[config.mk]
export PLATFORM = sky130hd
export DESIGN_NAME = pc_gen_btb
export DESIGN_NICKNAME = d
export VERILOG_FILES = /design/src/rtl/pc_gen_btb.sv
export SDC_FILE = /design/constraint.sdc
export NUM_CORES = 2
export LEC_CHECK = 0
export CAP_MARGIN = 20
export CORE_ASPECT_RATIO = 0.5
export CORE_MARGIN = 3
export CORE_UTILIZATION = 50
export CTS_CLUSTER_SIZE = 24
export DETAILED_ROUTE_END_ITERATION = 8
export GPL_TIMING_DRIVEN = 0
export MAX_ROUTING_LAYER = met4
export PLACE_DENSITY = 0.67
export SYNTH_ARGS = -nofsm -noshare
export SYNTH_HDL_FRONTEND = slang
export SYNTH_SLANG_ARGS = --single-unit
[constraint.sdc]
create_clock -name clk -period 22 [get_ports clk]
set_input_delay 2.2 -clock clk [delete_from_list [all_inputs] [get_ports clk]]
set_output_delay 2.2 -clock clk [all_outputs]
set_load 0.02 [all_outputs]
[src/rtl/pc_gen_btb.sv]
// IF-stage next-PC generator: architectural PC, valid/ready fetch handshake and
// a direct-mapped BTB that predicts taken control flow from the current fetch PC.
module pc_gen_btb #(
  parameter int unsigned XLEN      = 64,
  parameter logic [63:0] RESET_PC  = 64'h0000_0000_8000_0000,
  parameter int unsigned BTB_DEPTH = 16
) (
  input  logic            clk,
  input  logic            rst,
  input  logic            jump_en_i,
  input  logic [XLEN-1:0] jump_addr_i,
  input  logic            stall_en_i,
  input  logic            fetch_ready_i,
  output logic            fetch_valid_o,
  output logic [XLEN-1:0] pc_o,
  output logic            pred_taken_o,
  output logic [XLEN-1:0] pred_target_o,
  output logic            misalign_o,
  input  logic            upd_en_i,
  input  logic [XLEN-1:0] upd_pc_i,
  input  logic            upd_taken_i,
  input  logic [XLEN-1:0] upd_target_i
);

  localparam int unsigned IDX_W = $clog2(BTB_DEPTH);
  localparam int unsigned TAG_W = XLEN - IDX_W - 2;

  logic [XLEN-1:0]      r_pc;
  logic                 r_fetch_valid;
  logic                 r_misalign;
  logic [BTB_DEPTH-1:0] r_btb_valid;
  logic [TAG_W-1:0]     r_btb_tag [BTB_DEPTH];
  logic [XLEN-3:0]      r_btb_tgt [BTB_DEPTH];

  logic [IDX_W-1:0]     w_rd_idx;
  logic [TAG_W-1:0]     w_rd_tag;
  logic                 w_hit;
  logic [XLEN-1:0]      w_pc_plus4;
  logic [XLEN-1:0]      w_pred_target;
  logic                 w_fire;
  logic [XLEN-1:0]      w_pc_next;
  logic                 w_misalign_next;
  logic [IDX_W-1:0]     w_upd_idx;
  logic [TAG_W-1:0]     w_upd_tag;
  logic                 w_upd_tag_match;
  logic                 w_unused_bits;

  // Targets are word aligned, so the two low address bits of training inputs carry no information.
  assign w_unused_bits = &{1'b0, upd_pc_i[1:0], upd_target_i[1:0]};

  assign w_rd_idx        = r_pc[IDX_W+1:2];
  assign w_rd_tag        = r_pc[XLEN-1:IDX_W+2];
  assign w_hit           = r_btb_valid[w_rd_idx] & (r_btb_tag[w_rd_idx] == w_rd_tag);
  assign w_pc_plus4      = r_pc + {{(XLEN-3){1'b0}}, 3'd4};
  assign w_pred_target   = w_hit ? {r_btb_tgt[w_rd_idx], 2'b00} : w_pc_plus4;
  assign w_fire          = r_fetch_valid & fetch_ready_i;

  assign w_upd_idx       = upd_pc_i[IDX_W+1:2];
  assign w_upd_tag       = upd_pc_i[XLEN-1:IDX_W+2];
  assign w_upd_tag_match = (r_btb_tag[w_upd_idx] == w_upd_tag);

  // Next-PC selection: redirect beats stall, stall beats an accepted fetch.
  always_comb begin
    w_pc_next       = r_pc;
    w_misalign_next = 1'b0;
    if (jump_en_i) begin
      w_pc_next       = {jump_addr_i[XLEN-1:2], 2'b00};
      w_misalign_next = |jump_addr_i[1:0];
    end else if (stall_en_i) begin
      w_pc_next = r_pc;
    end else if (w_fire) begin
      w_pc_next = w_pred_target;
    end else begin
      w_pc_next = r_pc;
    end
  end

  // PC, handshake, misalign pulse and BTB valid bits; only these are cleared by reset.
  always_ff @(posedge clk) begin
    if (!rst) begin
      r_pc          <= RESET_PC[XLEN-1:0];
      r_fetch_valid <= 1'b0;
      r_misalign    <= 1'b0;
      r_btb_valid   <= '0;
    end else begin
      r_pc          <= w_pc_next;
      r_fetch_valid <= 1'b1;
      r_misalign    <= w_misalign_next;
      if (upd_en_i) begin
        if (upd_taken_i) begin
          r_btb_valid[w_upd_idx] <= 1'b1;
        end else if (w_upd_tag_match) begin
          r_btb_valid[w_upd_idx] <= 1'b0;
        end else begin
          r_btb_valid[w_upd_idx] <= r_btb_valid[w_upd_idx];
        end
      end
    end
  end

  // Tag/target storage; an update that coincides with reset is dropped.
  always_ff @(posedge clk) begin
    if (rst && upd_en_i && upd_taken_i) begin
      r_btb_tag[w_upd_idx] <= w_upd_tag;
      r_btb_tgt[w_upd_idx] <= upd_target_i[XLEN-1:2];
    end
  end

  assign pc_o          = r_pc;
  assign fetch_valid_o = r_fetch_valid;
  assign misalign_o    = r_misalign;
  assign pred_taken_o  = w_hit;
  assign pred_target_o = w_pred_target;

endmodule

==> reports/metrics.yaml <==
logic_synthesis:
  synth-seq-cells: 2006
  synth_edf_count: 1920
  synth_top_flop_cell: "edfxtp_1"
  syn_area_sq_um: 86780
  syn_nets: 4387
  yosysWarningCount: 0
  synthArstFlopShare_pct: 0
  synthCells: 4187
  ys_seq_area_share_pct: 68.42
  synth.distinct_cells: 68
  avgSynthCellArea_sq_um: 20.73
floorplan:
  coreArea_sq_um: 171400
  die_h_microns: 300.6
  die_w_microns: 595.2
  rows: 107
  start_util_pct: 50.64
  io_pins: 330
  die-area_sq_um: 178900
run_status:
  outcome: "finished clean"
placement:
  io_buffers: 320
  dp_cells: 7188
  gp_congestion: 0.9798
  place_area_sq_um: 97190
  pre_cts_ws_ns: 12.28
  dpl.hpwl_mm: 226.8
clock_network:
  clk_latency_ns: 0.84
  clk_pin_slew_ns: 0.07
  cts_root_buffer: "clkbuf_16"
  postCtsSetupBuffers: 0
  cts_resized: 0
  cts_buffers: 184
  htree_levels: 4
  cts_tree: "built"
  cts_num_sinks: 2006
  hold_buffers: 0
  cts_max_path_buffers: 4
power_and_ir_drop:
  pwr-share-comb_pct: 10.5
  leakagePower_nw: 33.36
  powerDensity_nw_per_um2: 79.95
  p_int_mw: 6.294
  seq_power_share_pct: 51.5
  clockPowerShare_pct: 38.0
  p_sw_mw: 1.956
  vdd_ir_drop_max_uv: 52.61
  power_mw: 8.251
  switching_share_pct: 23.71
critical_path:
  endpoint: "pred_taken_o"
  crit_type: "reg -> out"
  crit_path_start_kind: "flip-flop"
  worst_ep_required_time_ns: 19.80
  worstPathArrival_ns: 8.43
  endpoint_kind: "output pin"
  crit_path_max_fanout: 10
  r2r_slack_ns: 14.97
  r2r_cells: 13
route:
  drt_iter0_drc: 9443
  avgViaCountPerCell: 6.949
  detail_route.wl_per_cell_microns: 41.07
  routed_wl_mm: 310.7
  firstDrtPassIters: 6
  final_antenna_net_count: 0
  via_count: 52560
  remaining_drc_errors: 0
layout:
  mostFrequentLayoutCells: "1920 x edfxtp_1, 806 x mux4_2, 320 x clkdlybuf4s50_1"
  postLayoutCoreUtil_pct: 60.22
  postLayoutCellArea_sq_um: 103200
  final_cells: 7564
  final_common_cell: "edfxtp_1"
  nets: 5305
  syn_to_final_growth_pct: 18.92
  layout-drive-gt1-share_pct: 31.20
grt:
  antenna_found_initial: 41
  grt_usage_pct: 35.78
  grt_start_max_net_pins: 19
  grt_first_pass_wirelength_mm: 423.2
  grt_pass1_vias: 51120
  globalRoute.totalOverflow: 0
sta:
  final_max_slew_viol_count: 0
  setup_viol: 0
  fmax_mhz: 94.06
  worstMarginPinSlew_ns: 1.470
  rsz0062_at_grt: "false"
  slew_headroom_pct: 1.975
  period_minus_slack_ns: 10.63
  whs_ns: 0.4577
  fin_skew_ns: 0.03840
  tns_ns: 0
  fin_crit_sh_pct: 48.33
  setup_ws_ns: 11.37
  finalHoldViolations: 0
min_path:
  hold_class: "reg -> reg"
  hold-path-cell-count: 2
flow_run:
  drv_cap: 0
-- final cells by class --
class / count / area, sq um
well taps: 2289 / 2864
repair buffers: 732 / 7714
inverters: 18 / 67.56
clock inverters: 85 / 790.8
diodes: 34 / 85.08
plain buffers: 280 / 1348
flip-flops and latches: 2006 / 59380
clock buffers: 237 / 4866
fillers: 12040 / 68160
multi-input cells: 1883 / 26090
-- power by group through the flow --
stage / clock [mW] / combinational [mW] / sequential [mW]
after floorplan: 0 / 0.423 / 4.32
after global placement: 0 / 0.802 / 4.34
after detailed placement: 0 / 0.837 / 4.33
after CTS: 3.15 / 0.841 / 4.25
after global routing: 3.32 / 0.885 / 4.25
final: 3.14 / 0.869 / 4.25
-- cells by family after synthesis --
group / count (synthesis) / synth area share [%]
simple gates: 440 / 2.501
buf+inv: 298 / 1.625
compound gates: 291 / 2.474
flops: 2006 / 68.42
xor+xnor: 167 / 1.685
mux: 984 / 23.28
fa+ha+maj: 1 / 0.01442
-- flip-flops by register name, summed over array words and instances (netlist names), named ones only --
| signal | flops |
|---|---|
| r_btb_valid | 16 |
| fetch_valid_o | 1 |
| r_btb_tag | 928 |
| r_btb_tgt | 992 |
| pc_o | 64 |
| misalign_o | 1 |
-- layer usage --
metal	routed length [microns]	vias to the layer above	GRT usage (%)
met3	41850	856	10.84
met2	140600	4271	52.31
met1	109200	27720	45.82
met4	19010	0	18.07
met5	0	-	-
li1	-	19720	-
-- Yosys cell counts (10+ instances only) --
cell type,count,area [sq um]
a221o_1,18,180.2
buf_1,62,232.7
nand2b_1,12,75.07
buf_4,16,120.1
buf_2,46,230.2
nor4_1,20,125.1
clkbuf_1,138,518.0
nand3_1,44,220.2
a21oi_1,52,260.3
and3_1,24,150.1
xnor2_1,122,1069
a221oi_1,18,157.7
nor2b_1,10,62.56
buf_6,13,146.4
nor2_1,84,315.3
a21o_1,69,518.0
a22o_1,55,481.7
o21ai_0,24,120.1
mux2i_1,100,1001
nand2_1,133,499.2
dfxtp_1,86,1722
inv_1,15,56.30
mux2_2,63,709.4
mux4_2,806,18150
nor3_1,39,195.2
edfxtp_1,1920,57660
nand4_1,31,193.9
xor2_1,45,394.1
mux4_1,10,262.8
-- how the worst min path moves through the flow --
| stage | start | to | slack [ns] |
|---|---|---|---|
| 2_1_floorplan | r_btb_valid[0] | r_btb_valid[0] | 0.52 |
| 3_3_place_gp | pc_o[0] | pc_o[0] | 0.45 |
| 3_5_place_dp | pc_o[0] | pc_o[0] | 0.45 |
| 4_1_cts | pc_o[0] | pc_o[0] | 0.46 |
| 5_1_grt | pc_o[1] | pc_o[1] | 0.47 |
| 6_report | pc_o[0] | pc_o[0] | 0.46 |
-- critical path, stage by stage, from the launching register on --
cell             delay, ns
dfxtp_1               0.34
buf_6                 0.24
buf_4                 0.40
buf_4                 0.40
buf_6                 0.26
buf_4                 0.36
buf_2                 0.50
buf_1                 0.75
buf_1                 0.89
clkbuf_1              0.94
o2111ai_1             0.22
nor4_1                0.25
nand4_1               0.13
nor4b_1               1.03
clkdlybuf4s50_1       0.78
No activity file was read; power rests on OpenSTA's default activity.
